$ cat src/rtl/vga_draw_arbiter.sv
// Round-robin arbiter sharing the VGA adapter plot port between the paddle, ball and
// brick drawers, with a built-in full-screen clear to black.
module vga_draw_arbiter #(
    parameter int X_W       = 8,
    parameter int Y_W       = 8,
    parameter int COLOUR_W  = 3,
    parameter int MAX_BURST = 32,
    parameter int SCREEN_W  = 160,
    parameter int SCREEN_H  = 120
) (
    input  logic                  CLOCK_50,
    input  logic                  resetn,
    input  logic [2:0]            req,
    output logic [2:0]            gnt,
    input  logic [3*X_W-1:0]      in_x,
    input  logic [3*Y_W-1:0]      in_y,
    input  logic [3*COLOUR_W-1:0] in_colour,
    input  logic [2:0]            in_plot,
    input  logic [2:0]            in_last,
    input  logic                  clear_req,
    output logic                  clear_done,
    output logic [X_W-1:0]        vga_x,
    output logic [Y_W-1:0]        vga_y,
    output logic [COLOUR_W-1:0]   vga_colour,
    output logic                  vga_plot,
    output logic                  busy
);

    localparam logic [1:0] S_IDLE  = 2'd0;
    localparam logic [1:0] S_GRANT = 2'd1;
    localparam logic [1:0] S_CLEAR = 2'd2;
    localparam int BW = $clog2(MAX_BURST + 1);

    logic [1:0]          state;
    logic [1:0]          g;
    logic [1:0]          rr;
    logic [1:0]          pick;
    logic [BW-1:0]       beat;
    logic                clear_pending;
    logic                fin;
    logic [X_W-1:0]      cx;
    logic [Y_W-1:0]      cy;
    logic [X_W-1:0]      sel_x;
    logic [Y_W-1:0]      sel_y;
    logic [COLOUR_W-1:0] sel_colour;
    logic                sel_plot;
    logic                sel_last;
    logic                sel_req;
    logic                release_c;
    logic                found;
    logic [1:0]          idx;

    always_comb begin
        sel_x      = '0;
        sel_y      = '0;
        sel_colour = '0;
        sel_plot   = 1'b0;
        sel_last   = 1'b0;
        sel_req    = 1'b0;
        for (int unsigned i = 0; i < 3; i++) begin
            if (g == 2'(i)) begin
                sel_x      = in_x[i*X_W +: X_W];
                sel_y      = in_y[i*Y_W +: Y_W];
                sel_colour = in_colour[i*COLOUR_W +: COLOUR_W];
                sel_plot   = in_plot[i];
                sel_last   = in_last[i];
                sel_req    = req[i];
            end
        end
    end

    // First requester at or above rr, wrapping 2 -> 0.
    always_comb begin
        pick  = rr;
        found = 1'b0;
        idx   = '0;
        for (int unsigned k = 0; k < 3; k++) begin
            idx = 2'((32'(rr) + k) % 3);
            if (!found && req[idx]) begin
                pick  = idx;
                found = 1'b1;
            end
        end
    end

    assign release_c = (sel_plot && sel_last) || !sel_req ||
                       (sel_plot && (beat == BW'(MAX_BURST - 1)));

    always_ff @(posedge CLOCK_50 or negedge resetn) begin
        if (!resetn) begin
            state         <= S_IDLE;
            g             <= '0;
            rr            <= '0;
            beat          <= '0;
            clear_pending <= 1'b0;
            fin           <= 1'b0;
            cx            <= '0;
            cy            <= '0;
            gnt           <= '0;
            clear_done    <= 1'b0;
            vga_x         <= '0;
            vga_y         <= '0;
            vga_colour    <= '0;
            vga_plot      <= 1'b0;
            busy          <= 1'b0;
        end else begin
            clear_done <= fin;
            fin        <= 1'b0;
            if (clear_req)
                clear_pending <= 1'b1;
            case (state)
                S_IDLE: begin
                    vga_plot <= 1'b0;
                    if (clear_pending) begin
                        state         <= S_CLEAR;
                        clear_pending <= clear_req;
                        cx            <= '0;
                        cy            <= '0;
                        busy          <= 1'b1;
                    end else if (|req) begin
                        state <= S_GRANT;
                        g     <= pick;
                        gnt   <= 3'b001 << pick;
                        beat  <= '0;
                        busy  <= 1'b1;
                    end
                end
                S_GRANT: begin
                    vga_x      <= sel_x;
                    vga_y      <= sel_y;
                    vga_colour <= sel_colour;
                    vga_plot   <= sel_plot;
                    if (sel_plot)
                        beat <= beat + BW'(1);
                    if (release_c) begin
                        state <= S_IDLE;
                        gnt   <= '0;
                        rr    <= (g == 2'd2) ? 2'd0 : g + 2'd1;
                        busy  <= 1'b0;
                    end
                end
                S_CLEAR: begin
                    vga_x      <= cx;
                    vga_y      <= cy;
                    vga_colour <= '0;
                    vga_plot   <= 1'b1;
                    if (cx == X_W'(SCREEN_W - 1)) begin
                        cx <= '0;
                        if (cy == Y_W'(SCREEN_H - 1)) begin
                            // clear_done lands one cycle after the final pixel
                            cy    <= '0;
                            state <= S_IDLE;
                            fin   <= 1'b1;
                            busy  <= 1'b0;
                        end else begin
                            cy <= cy + Y_W'(1);
                        end
                    end else begin
                        cx <= cx + X_W'(1);
                    end
                end
                default: begin
                    state    <= S_IDLE;
                    gnt      <= '0;
                    vga_plot <= 1'b0;
                    busy     <= 1'b0;
                end
            endcase
        end
    end

endmodule

$ cat config.mk
export PLATFORM = sky130hd
export DESIGN_NAME = vga_draw_arbiter
export DESIGN_NICKNAME = d
export VERILOG_FILES = /design/src/rtl/vga_draw_arbiter.sv
export SDC_FILE = /design/constraint.sdc
export NUM_CORES = 1
export LEC_CHECK = 0
export ABC_AREA = 0
export CAP_MARGIN = 20
export CORE_ASPECT_RATIO = 0.7
export CORE_UTILIZATION = 40
export CTS_BUF_LIST = sky130_fd_sc_hd__clkbuf_8
export DETAILED_ROUTE_END_ITERATION = 6
export GPL_TIMING_DRIVEN = 0
export PLACE_DENSITY = 0.72
export SKIP_CTS_REPAIR_TIMING = 1
export SKIP_LAST_GASP = 1
export SLEW_MARGIN = 25
export SYNTH_ARGS = -nofsm -noshare
export SYNTH_HDL_FRONTEND = slang
export SYNTH_SLANG_ARGS = --single-unit
$ cat constraint.sdc
create_clock -name CLOCK_50 -period 3.2 [get_ports CLOCK_50]
set_input_delay 0.32 -clock CLOCK_50 [delete_from_list [all_inputs] [get_ports CLOCK_50]]
set_output_delay 0.32 -clock CLOCK_50 [all_outputs]
set_load 0.02 [all_outputs]
==> flow_metrics.py <==
metrics = {
    "pwr": {
        "p_int_mw": 2.095,
        "power_frac_comb_pct": 63.0,
        "switching_power_mw": 1.831,
        "power.density_nw_per_um2": 854.9,
        "seqPwrFrac_pct": 27.4,
        "p_leak_nw": 1.886,
        "ir_worst_vdd_uv": 326.3,
        "swShare_pct": 46.64,
        "clockPowerShare_pct": 9.6,
    },
    "sta": {
        "skew_ps": 14.63,
        "rsz0062_at_grt": "no",
        "hold_violations": 0,
        "fmax_ghz": 0.4046,
        "hold_ws_ps": 325.6,
        "finalSetupViolations": 0,
        "maxSlewHeadroom_pct": 49.14,
        "tightest_slew_ps": 757.7,
        "setup_tns_ps": 0,
        "slew_violations": 0,
        "period_needed_ps": 2471,
        "post-route-period-util_pct": 77.23,
    },
    "synthesis": {
        "yosysTopAreaCellShare_pct": 40.09,
        "synth_ff_type": "dfrtp_1",
        "yosysMostFrequentCell": "dfrtp_1",
        "ys_types": 56,
        "yosys-top-cells-count": "dfrtp_1, o21ai_0, inv_1, nand2_1, nor2_1",
        "yosysWarnings": 0,
        "seq_area_frac_synth_pct": 40.09,
        "postSynthAreaPerCell_um2": 9.083,
        "post-synth-top-area-cell": "dfrtp_1",
        "async_flop_share_pct": 100.0,
        "syn-num-nets": 456,
        "syn_area_um2": 3433,
        "synth_cells": 378,
        "synthTopCellsByArea": "dfrtp_1, o21ai_0, mux2_2",
        "ys_ff_latch": 55,
        "synth_edf_count": 0,
    },
    "worst_setup_path": {
        "path_max_fanout": 8,
        "critPathCaptureType": "register",
        "crit_chain": "inv_1, ha_1, nor2b_1, o21a_1, o32a_1, a31oi_1, nor2_1, a32o_1",
        "cp.depth": 8,
        "cp-start-kind": "register",
        "cp-endpoint": "gnt[0]",
        "crit_path_start": "rr[0]",
        "r2r_slack_ps": 730,
        "timing.critical_path.buf_inv": 1,
        "critical-path-top-delay-family": "compound AO/OA/AOI/OAI gates",
        "r2r_end": "gnt[0]",
        "worstPathArrival_ps": 2690,
        "crit-reg2reg-launch": "rr[0]",
        "max_stage_delay_ps": 500,
        "crit_type": "register to register",
        "reg2regPathDepth": 8,
        "cp_slowest_cell": "a31oi_1",
        "cp.required_ps": 3420,
    },
    "drt": {
        "drt_pass1_iterations": 4,
        "wl_per_cell_um": 17.10,
        "drc": 0,
        "antenna_left": 0,
        "routed_via_density": 5.668,
        "wirelength_um": 9899,
        "vias": 3282,
        "drt_iter0_markers": 161,
    },
    "clocking": {
        "cts_root_buf": "clkbuf_8",
        "clock_path_buffers": 2,
        "htreeDepth": 2,
        "clkTransAtPathRegs_ps": 100,
        "clock_latency_ps": 320,
        "cts_inserted_buffers": 5,
        "tritoncts": "done",
        "clock_sinks": 55,
    },
    "cells_and_area": {
        "multi_input_area_um2": 1852,
        "n_fill_cell": 707,
        "final-seq-area_um2": 1376,
        "synthToLayoutAreaGrowth_pct": 33.75,
        "fin_area_um2": 4592,
        "antennaDiodeCount": 0,
        "drive_gt1_share_pct": 8.996,
        "final_nets": 557,
    },
    "die": {
        "core_area_um2": 8074,
        "ioPinCount": 94,
        "initial_utilization_pct": 42.52,
        "die_area_um2": 8963,
        "die_w_um": 112.7,
        "die_h_um": 79.51,
        "rows": 27,
    },
    "placement": {
        "portBuffers": 92,
        "place_area_um2": 4506,
        "gp_congestion": 0.8616,
        "dpl.hpwl_um": 7580,
    },
    "global_routing": {
        "grt.total_usage_pct": 22.63,
        "grt_max_degree": 55,
        "grt_pass1_vias": 3066,
        "grt_pass1_wl_um": 15860,
        "antenna_found_initial": 0,
        "overflow": 0,
    },
    "outcome": {
        "status": "complete, no violations",
    },
    "worst_hold_path": {
        "holdCritPathClass": "primary input to asynchronous set/reset pin",
    },
    "run": {
        "cap_violations": 0,
    },
}
flip-flops by register name, summed over array words and instances (netlist names):
register,cells
cx,8
clear_done,1
vga_y,8
gnt,3
rr,2
cy,8
clear_pending,1
g,2
vga_plot,1
beat,6
vga_colour,3
state,2
busy,1
vga_x,8
fin,1
how the worst min path moves through the flow:
stage          startpoint    endpoint  depth (start not counted)
2_1_floorplan      resetn     beat[0]                          0
3_3_place_gp          fin  clear_done                          0
3_5_place_dp       resetn    vga_y[7]                          1
4_1_cts            resetn    vga_y[7]                          1
5_1_grt            resetn    vga_y[7]                          2
6_report           resetn    vga_y[7]                          2
power groups by stage:
stage | Combinational [mW] | Clock [mW] | Sequential [mW]
after floorplan | 1.46 | 0 | 1.21
after global placement | 2.39 | 0 | 1.07
after detailed placement | 2.45 | 0 | 1.09
after CTS | 2.46 | 0.382 | 1.07
after global routing | 2.73 | 0.405 | 1.10
final | 2.47 | 0.376 | 1.08
layout make-up:
type | instances | share of cell area, %
multi-input combinational | 270 | 40.33
sequential | 55 | 29.97
timing repair buffer | 94 | 20.82
tap | 101 | 2.752
inverter | 29 | 2.371
buffer | 24 | 2.098
clock buffer | 5 | 1.499
clock inverter | 1 | 0.1635
cells in the final DEF, fill, tap and decap left out, types with 3 or more instances in the layout:
master           instances
nand3_1                 14
o211ai_1                16
nand4_1                  5
o21a_1                   3
ha_1                     9
o22ai_1                  3
clkbuf_1                17
clkdlybuf4s50_1         91
a221o_1                 17
a22o_1                   4
clkbuf_8                 5
a21oi_1                 14
nor3_1                   9
nor2_1                  22
nand2b_1                 3
inv_1                   28
nand2_1                 27
xor2_1                   5
nor2b_1                  4
o31ai_1                  4
dfrtp_1                 55
mux2_2                  17
buf_2                    4
o21ai_0                 40
mux2i_1                  8
and3_1                   5
layer usage:
metal | part of all wire [%] | GRT usage, % | up-vias
met2 | 44 | 34.07 | 101
met3 | 5.4 | 3.797 | 5
met5 | 0 | 0 | -
met4 | 0.61 | 4.267 | 0
met1 | 50 | 34.04 | 1579
li1 | - | - | 1597
cell families after synthesis:
group / count (synthesis) / synth area share (%)
xor+xnor: 5 / 1.275
flops: 55 / 40.09
buf+inv: 53 / 5.976
fa+ha+maj: 9 / 3.280
mux: 25 / 7.908
simple gates: 105 / 15.38
compound gates: 126 / 26.09
stage by stage:
| stage | setup WS, ps | util [%] | total power [mW] | instances |
|---|---|---|---|---|
| after CTS | 758.5 | 56.75 | 3.917 | 578 |
| after global routing | 569.0 | 56.87 | 4.232 | 579 |
| after detailed placement | 737.2 | 55.80 | 3.535 | 572 |
| final | 728.7 | 56.87 | 3.925 | 579 |
| after global placement | 123.6 | 55.49 | 3.460 | 571 |
| after floorplan | 1116 | - | 2.677 | 378 |
Note: power is estimated with default switching activity, not from simulation.
